<file path="config.mk">
export PLATFORM = sky130hd
export DESIGN_NAME = div_sequencer
export DESIGN_NICKNAME = d
export VERILOG_FILES = /design/src/rtl/div_sequencer.sv
export SDC_FILE = /design/constraint.sdc
export NUM_CORES = 1
export LEC_CHECK = 0
export ABC_AREA = 1
export BUFFER_PORTS_ARGS = -buffer_cell sky130_fd_sc_hd__buf_2
export CELL_PAD_IN_SITES_DETAIL_PLACEMENT = 1
export CELL_PAD_IN_SITES_GLOBAL_PLACEMENT = 2
export CORE_ASPECT_RATIO = 1.1
export CORE_MARGIN = 2
export CORE_UTILIZATION = 25
export CTS_CLUSTER_DIAMETER = 80
export DETAILED_ROUTE_END_ITERATION = 12
export HOLD_SLACK_MARGIN = 0.1
export PLACE_DENSITY = 0.6
export SLEW_MARGIN = 20
export SYNTH_ARGS = -nofsm -noshare
export SYNTH_HDL_FRONTEND = slang
export SYNTH_SLANG_ARGS = --single-unit
export TNS_END_PERCENT = 20
</file>
<file path="constraint.sdc">
create_clock -name clk -period 8.53 [get_ports clk]
set_clock_uncertainty 0.15 [all_clocks]
set_input_delay 1.706 -clock clk [delete_from_list [all_inputs] [get_ports clk]]
set_output_delay 1.706 -clock clk [all_outputs]
set_load 0.01 [all_outputs]
</file>
<file path="src/rtl/div_sequencer.sv">
// Multi-cycle RV32M DIV/DIVU/REM/REMU sequencer using radix-2 restoring division.
// Define DIV_FASTPATH_EN to resolve divide-by-zero and signed overflow at accept.
module div_sequencer #(
  parameter int unsigned XLEN = 32
) (
  input  logic            clk,
  input  logic            rst,
  input  logic            start_E,
  input  logic [1:0]      op_E,
  input  logic [XLEN-1:0] rs1_E_val,
  input  logic [XLEN-1:0] rs2_E_val,
  input  logic [4:0]      rd_E,
  input  logic            kill,
  output logic            div_stalled,
  output logic            done,
  output logic [XLEN-1:0] result,
  output logic [4:0]      rd_out
);
  localparam int unsigned     CW       = $clog2(XLEN);
  localparam logic [XLEN-1:0] SMIN     = {1'b1, {(XLEN-1){1'b0}}};
  localparam logic [CW-1:0]   CNT_LOAD = CW'(XLEN-1);

  typedef enum logic [1:0] {IDLE, BUSY, DONE} state_t;

  state_t          state_q;
  logic [CW-1:0]   cnt_q;
  logic [XLEN-1:0] rem_q, quo_q, dvs_q, dvd_q;
  logic [1:0]      op_q;
  logic [4:0]      rd_q;
  logic            neg_quo_q, neg_rem_q, div0_q, ovf_q;
  logic            done_q;
  logic [XLEN-1:0] result_q;
  logic [4:0]      rd_out_q;

  logic            accept;
  logic            is_signed, s1, s2, div0_d, ovf_d;
  logic [XLEN-1:0] abs1_d, abs2_d;
  logic [XLEN:0]   rem_sh;
  logic            fits;
  logic [XLEN-1:0] rem_d, quo_d, quo_fix, rem_fix, fin_d;

  assign accept      = start_E & ~kill & (state_q != BUSY);
  assign div_stalled = (state_q == BUSY) | accept;
  assign done        = done_q;
  assign result      = result_q;
  assign rd_out      = rd_out_q;

  always_comb begin
    is_signed = ~op_E[0];
    s1        = is_signed & rs1_E_val[XLEN-1];
    s2        = is_signed & rs2_E_val[XLEN-1];
    abs1_d    = s1 ? -rs1_E_val : rs1_E_val;
    abs2_d    = s2 ? -rs2_E_val : rs2_E_val;
    div0_d    = (rs2_E_val == '0);
    ovf_d     = is_signed & (rs1_E_val == SMIN) & (rs2_E_val == '1);
  end

  // rem_sh is one bit wider: with a divisor above 2^(XLEN-1) the shifted
  // partial remainder can exceed XLEN bits before the trial subtract.
  always_comb begin
    rem_sh  = {rem_q, quo_q[XLEN-1]};
    fits    = (rem_sh >= {1'b0, dvs_q});
    rem_d   = fits ? XLEN'(rem_sh - {1'b0, dvs_q}) : rem_sh[XLEN-1:0];
    quo_d   = {quo_q[XLEN-2:0], fits};
    quo_fix = neg_quo_q ? -quo_d : quo_d;
    rem_fix = neg_rem_q ? -rem_d : rem_d;
    if (div0_q) begin
      quo_fix = '1;
      rem_fix = dvd_q;
    end else if (ovf_q) begin
      quo_fix = dvd_q;
      rem_fix = '0;
    end
    fin_d = op_q[1] ? rem_fix : quo_fix;
  end

`ifdef DIV_FASTPATH_EN
  logic            fast_hit;
  logic [XLEN-1:0] fast_res;
  assign fast_hit = div0_d | ovf_d;
  assign fast_res = div0_d ? (op_E[1] ? rs1_E_val : '1) : (op_E[1] ? '0 : rs1_E_val);
`endif

  always_ff @(posedge clk or posedge rst) begin
    if (rst) begin
      state_q   <= IDLE;
      cnt_q     <= '0;
      rem_q     <= '0;
      quo_q     <= '0;
      dvs_q     <= '0;
      dvd_q     <= '0;
      op_q      <= '0;
      rd_q      <= '0;
      neg_quo_q <= 1'b0;
      neg_rem_q <= 1'b0;
      div0_q    <= 1'b0;
      ovf_q     <= 1'b0;
      done_q    <= 1'b0;
      result_q  <= '0;
      rd_out_q  <= '0;
    end else begin
      done_q <= 1'b0;
      if (kill) begin
        state_q <= IDLE;
      end else if (accept) begin
        op_q      <= op_E;
        rd_q      <= rd_E;
        neg_quo_q <= s1 ^ s2;
        neg_rem_q <= s1;
        div0_q    <= div0_d;
        ovf_q     <= ovf_d;
        dvd_q     <= rs1_E_val;
        dvs_q     <= abs2_d;
        quo_q     <= abs1_d;
        rem_q     <= '0;
        cnt_q     <= CNT_LOAD;
`ifdef DIV_FASTPATH_EN
        if (fast_hit) begin
          state_q  <= DONE;
          done_q   <= 1'b1;
          result_q <= fast_res;
          rd_out_q <= rd_E;
        end else begin
          state_q <= BUSY;
        end
`else
        state_q <= BUSY;
`endif
      end else begin
        case (state_q)
          BUSY: begin
            rem_q <= rem_d;
            quo_q <= quo_d;
            if (cnt_q == '0) begin
              state_q  <= DONE;
              done_q   <= 1'b1;
              result_q <= fin_d;
              rd_out_q <= rd_q;
            end else begin
              cnt_q <= cnt_q - CW'(1);
            end
          end
          default: state_q <= IDLE;
        endcase
      end
    end
  end
endmodule

</file>
* Word-level counts from Yosys, hierarchy flattened *
Cells that the tools add are included.
Widths: inputs -> output; s select.

storage, ports and cells
  flip-flop bits (word level) = 184
  input port bits = 75

operators by class
  add/sub/neg operators = 6
  $lt $le $gt $ge = 1
  eq/ne operators = 6
  multiplexer cells = 25
  bitwise logic cells = 11
  reductions and logical operators = 7

operators with widths
  operator              count
  $mux 32               14
  $neg 32->32           4
  $eq 32x32->1 const B  2
  $ge 33x32->1          1
  $logic_not 32->1      1
  $sub 32x32->32        1
  $mux 5                3
  $mux 2                4
  $and 1x1->1           6
  $logic_not 5->1       1
  $sub 5x1->5 const B   1
  $mux 1                4
  $ne 4x3->1 const B    1
  $reduce_and 2->1      2
  $reduce_and 4->1      1
  $not 1->1             3
  $reduce_and 3->1      1
  $eq 2x1->1 const B    1
  $ne 2x1->1 const B    1
  $ne 2x2->1 const B    1
  $reduce_bool 2->1     1
  $or 1x1->1            1
  $xor 1x1->1           1

* Depth between registers and ports, before layout *
  depth in word-level cells = 7
  depth in mapped cells = 29

* Worst setup path before layout *
Ideal clock, no wire load.

  kind = input-to-reg
  from = in rs2_E_val[0]
  to = reg dvs_q[30]
  arrival = 3,662 ps
  required time = 8,249 ps
  slack = 4,587 ps
  stages on the path = 15
  path buffers = 0
  path through = inv_1 > ha_1 > inv_1 > nor3_1 > nand2_1 > nor3_1 > nand3_1 > nor3_1 > nand3_1 > nor3_2 > nand2_1 > o21ai_1 > o21ai_0 > xnor2_1 > o21ai_1

on the way
  cells in the longest elaborated chain, start to end = 2

RTL lines
  what                  line  RTL
  from (decl)           11    input logic [XLEN-1:0] rs2_E_val,
  $neg 32->32           53    abs2_d = s2 ? -rs2_E_val : rs2_E_val;
  $mux 32               53
  to (signal assigned)  113   dvs_q <= abs2_d;
  to (decl)             27    logic [XLEN-1:0] rem_q, quo_q, dvs_q, dvd_q;

No other way between the ends.
A chain may end at the register's enable or synchronous reset.

* Worst setup path after layout *
  from = reg rem_q[23]
  to = reg result_q[22] (netlist: result[22])

on the way
  cells in the longest elaborated chain, start to end = 7

RTL lines
  what                    line  RTL
  from (decl)             27
  from (signal assigned)  132   rem_q <= rem_d;
  $ge 33x32->1 *          62    fits = (rem_sh >= {1'b0, dvs_q});
  $mux 32                 63    rem_d = fits ? XLEN'(rem_sh - {1'b0, dvs_q}) : rem_sh[XLEN-1:0];
  $neg 32->32             66    rem_fix = neg_rem_q ? -rem_d : rem_d;
  $mux 32                 66
  $mux 32                 70    end else if (ovf_q) begin
  $mux 32                 67    if (div0_q) begin
  $mux 32 *               74    fin_d = op_q[1] ? rem_fix : quo_fix;
  to (signal assigned)    137   result_q <= fin_d;
  to (decl)               32    logic [XLEN-1:0] result_q;

Every way passes the cells marked *; elsewhere a longest branch is shown, timed or not.

==> flow_summary.yaml <==
run_status:
  run_status: "finished clean"
setup_path:
  critPathMaxFanout: 41
  worstSetupEndpointType: "flip-flop"
  cell_family_with_the_largest_share_of_critical_path_delay: "simple AND/OR/NAND/NOR gates"
  crit_path_cell_trace: "ha_1 > a21oi_1 > nand2_1 > a21oi_4 > nor2_2 > nor2_8 > nand2_8 > inv_2 > ha_1 > nand2_1 > nor3_1 > nand3_1 > nor3_1 > nand4_1 > inv_1 > nand2_1 > inv_1 > nand3_1 > nand2_1 > a21oi_1 > o21ai_0 > a21oi_1 > nand2_1 > nand2_1"
  path_class: "flip-flop to flip-flop"
  worstPathArrival_ns: 5.34
  critical-path-max-stage-delay_ns: 0.49
  path_common_cell: "sky130_fd_sc_hd__nand2_1"
  cp-start-kind: "flip-flop"
  slowest_stage: "sky130_fd_sc_hd__dfrtp_1"
  timing.critical_path.required_ns: 8.78
  timing.critical_path.buf_inv: 3
sta:
  fmax_ghz: 0.196
  rsz0062_at_grt: "no"
  report.final.slew_viol_count: 0
  final_period_util_pct: 59.7
  tightestPinTransition_ns: 1.04
  timing_hold_violations_final: 0
  setup_viol: 0
  slew_headroom_pct: 30.7
  final.setup.tns_ns: 0
  period_minus_slack_ns: 5.09
clock_tree:
  cts_hold_buf: 0
  cts-root-to-sink-buffers: 2
  cts-resized-gates: 0
  clock_insertion_delay_at_the_later_pin_of_the_skew_report_ns: 0.51
  clkSlewWorstSetupHoldPaths_ns: 0.08
  cts-buffers-inserted: 17
  post_cts_buffers: 0
  cts_sinks: 183
  cts_htree_levels: 4
  cts_tree: "done"
  ctsRootBufferMaster: "sky130_fd_sc_hd__clkbuf_16"
floorplan:
  placementRows: 92
  num_io_pins: 114
  floorplan.die.height_um: 255
  floorplan.initialDensity_pct: 25.2
  dieWidth_um: 232
  design.die.area_um2: 59300
  placeableCoreArea_um2: 57000
route:
  dr.first_iter.drc_count: 833
  postRouteAntennaNets: 0
  drt-vias-per-instance: 4.80
  routedWlPerCell_um: 20.9
  route.vias.total: 14800
  drc: 0
  wl_um: 64700
  drt_pre_antenna_iters: 4
global_routing:
  grt_max_degree: 122
  antenna_found_initial: 0
  grt_remaining_overflow: 0
  first_pass_grt_wire_length_um: 97300
  global_router_s_overall_resource_usage_pct: 22.3
  first_global_vias: 15400
synthesis:
  distinct_cells_synth: 57
  synth_most_common_cell: "sky130_fd_sc_hd__nand2_1"
  synth.avg_cell_area_um2: 6.36
  synth_common_cells: "sky130_fd_sc_hd__nand2_1, sky130_fd_sc_hd__inv_1, sky130_fd_sc_hd__dfrtp_1, sky130_fd_sc_hd__nand3_1, sky130_fd_sc_hd__nor2_1"
  synth_enable_flop_cells: 0
  synthCells: 2254
  synth.top_cells.by_area: "sky130_fd_sc_hd__dfrtp_1, sky130_fd_sc_hd__nand2_1, sky130_fd_sc_hd__inv_1"
  ys.flop_type: "sky130_fd_sc_hd__dfrtp_1"
  synthesis.area_um2: 14300
  asyncSetResetFlopFracSynth_pct: 100
  yosys.area.top_type_share_pct: 31.9
  sequential_fraction_of_the_synthesis_area_pct: 31.9
  mappedNetlistNets: 2369
  yosys.area.top_type: "sky130_fd_sc_hd__dfrtp_1"
  synthesis.yosys.warnings: 0
  synth-seq-cells: 183
final_layout:
  post_layout_instance_count_excluding_filler_cells: 3090
  layout.nets: 2440
  drive_above_1_share_pct: 10.3
  final-seq-area_um2: 4580
  syn2layout_area_growth_pct: 13.4
  multi_input_comb_area_um2: 8280
  antenna_cells: 0
  fillCellCount: 7321
power_and_ir_drop:
  vdd_drop_max_uv: 184
  power.share.switching_pct: 56.7
  combinational_fraction_of_design_power_pct: 64.4
  clkPwrFrac_pct: 14.4
  cellPowerDensity_nw_per_um2: 361
  power.leakage_nw: 8.30
  intPower_mw: 2.54
  seq_power_share_pct: 21.2
  p_sw_mw: 3.33
place:
  place_congestion: 0.887
  place_hpwl_um: 49900
  post-place-cells: 3058
  io_buffers: 113
run:
  cap_violations: 0
min_path:
  min-delay-path-class: "flip-flop to flip-flop"
placed cells by master, fill, tap and decap left out, types with 17 or more instances in the layout:
cell / synthesis / final
sky130_fd_sc_hd__nand2_1: 750 / 750
sky130_fd_sc_hd__inv_1: 296 / 294
sky130_fd_sc_hd__dfrtp_1: 183 / 183
sky130_fd_sc_hd__nand3_1: 174 / 174
sky130_fd_sc_hd__nor2_1: 174 / 171
sky130_fd_sc_hd__o21ai_0: 165 / 165
sky130_fd_sc_hd__buf_2: 6 / 113
sky130_fd_sc_hd__a21oi_1: 88 / 88
sky130_fd_sc_hd__ha_1: 39 / 39
sky130_fd_sc_hd__xor2_1: 37 / 37
sky130_fd_sc_hd__nand4_1: 28 / 28
sky130_fd_sc_hd__nor3_1: 27 / 27
sky130_fd_sc_hd__o211ai_1: 26 / 26
sky130_fd_sc_hd__a31oi_1: 25 / 25
sky130_fd_sc_hd__nand2_2: 20 / 20
sky130_fd_sc_hd__buf_4: 2 / 20
sky130_fd_sc_hd__clkbuf_16: 0 / 17
cells by family (layout without fill, tap and decap cells):
| kind of cell | after synthesis | after routing | synth area share (%) |
|---|---|---|---|
| compound gates | 363 | 363 | 14.4 |
| xor+xnor | 46 | 46 | 2.81 |
| fa+ha+maj | 40 | 40 | 3.54 |
| buf+inv | 391 | 475 | 10.5 |
| flops | 183 | 183 | 31.9 |
| simple gates | 1231 | 1231 | 36.7 |
sequential cells by signal (all words and copies together) (netlist names), 2 cells and up:
signal and cells:
quo_q 32, rem_q 32, dvs_q 32, dvd_q 32, result 32, cnt_q 5, state_q 2, rd_q 5
rd_out 5
tightest hold or removal path, stage by stage (launching register included):
cell and delay, ns:
sky130_fd_sc_hd__dfrtp_1 0.34, sky130_fd_sc_hd__nand2_1 0.05, sky130_fd_sc_hd__nand2_1 0.05
power groups by stage:
stage | registers (mW) | clock network, mW | logic (mW)
CTS | 1.24 | 0.881 | 3.81
detailed placement | 1.26 | 0 | 3.79
global route | 1.27 | 0.906 | 4.26
global placement | 1.25 | 0 | 3.77
finish | 1.24 | 0.849 | 3.78
floorplan | 1.18 | 0 | 2.61
per-stage QoR:
stage	instance area [µm²]	hold WS [ns]	setup slack, ns	power (mW)	utilization (%)
after global placement	15700	0.301	3.41	5.02	27.5
after floorplan	14300	0.292	1.70	3.79	-
final	16300	0.323	3.44	5.87	28.5
after global routing	16300	0.356	2.98	6.43	28.5
after CTS	16300	0.331	3.38	5.93	28.5
after detailed placement	15700	0.311	3.39	5.04	27.5
layout make-up:
type                       instances  share of cell area [%]
clock buffer                      19                    2.66
multi-input combinational       1680                    50.9
inverter                         310                    7.21
timing repair buffer             133                    4.40
clock inverter                    13                   0.885
tap                              752                    5.79
sequential                       183                    28.2
final timing paths:
path                                       start                     end  slack (ns)  cells past startpoint
setup / recovery           rem_q[23]$_DFFE_PP0P_  result[22]$_DFFE_PP0P_        3.44                     24
hold / removal             rd_out[1]$_DFFE_PP0P_   rd_out[1]$_DFFE_PP0P_        0.32                      2
setup reg to reg           rem_q[23]$_DFFE_PP0P_  result[22]$_DFFE_PP0P_        3.44                     24
hold reg to reg            rd_out[1]$_DFFE_PP0P_   rd_out[1]$_DFFE_PP0P_        0.32                      2
max in group asynchronous                    rst    dvd_q[9]$_DFFE_PP0P_        5.34                      3
min in group asynchronous                    rst    dvd_q[5]$_DFFE_PP0P_        1.23                      2
per-layer routing:
layer	vias up	GRT usage, %	routed length, µm
li1	7392	-	-
met1	7174	28.2	29700
met2	181	38.1	31100
met3	76	3.06	1420
met4	0	8.96	2450
met5	-	0	0
No activity file was read; power rests on OpenSTA's default activity.
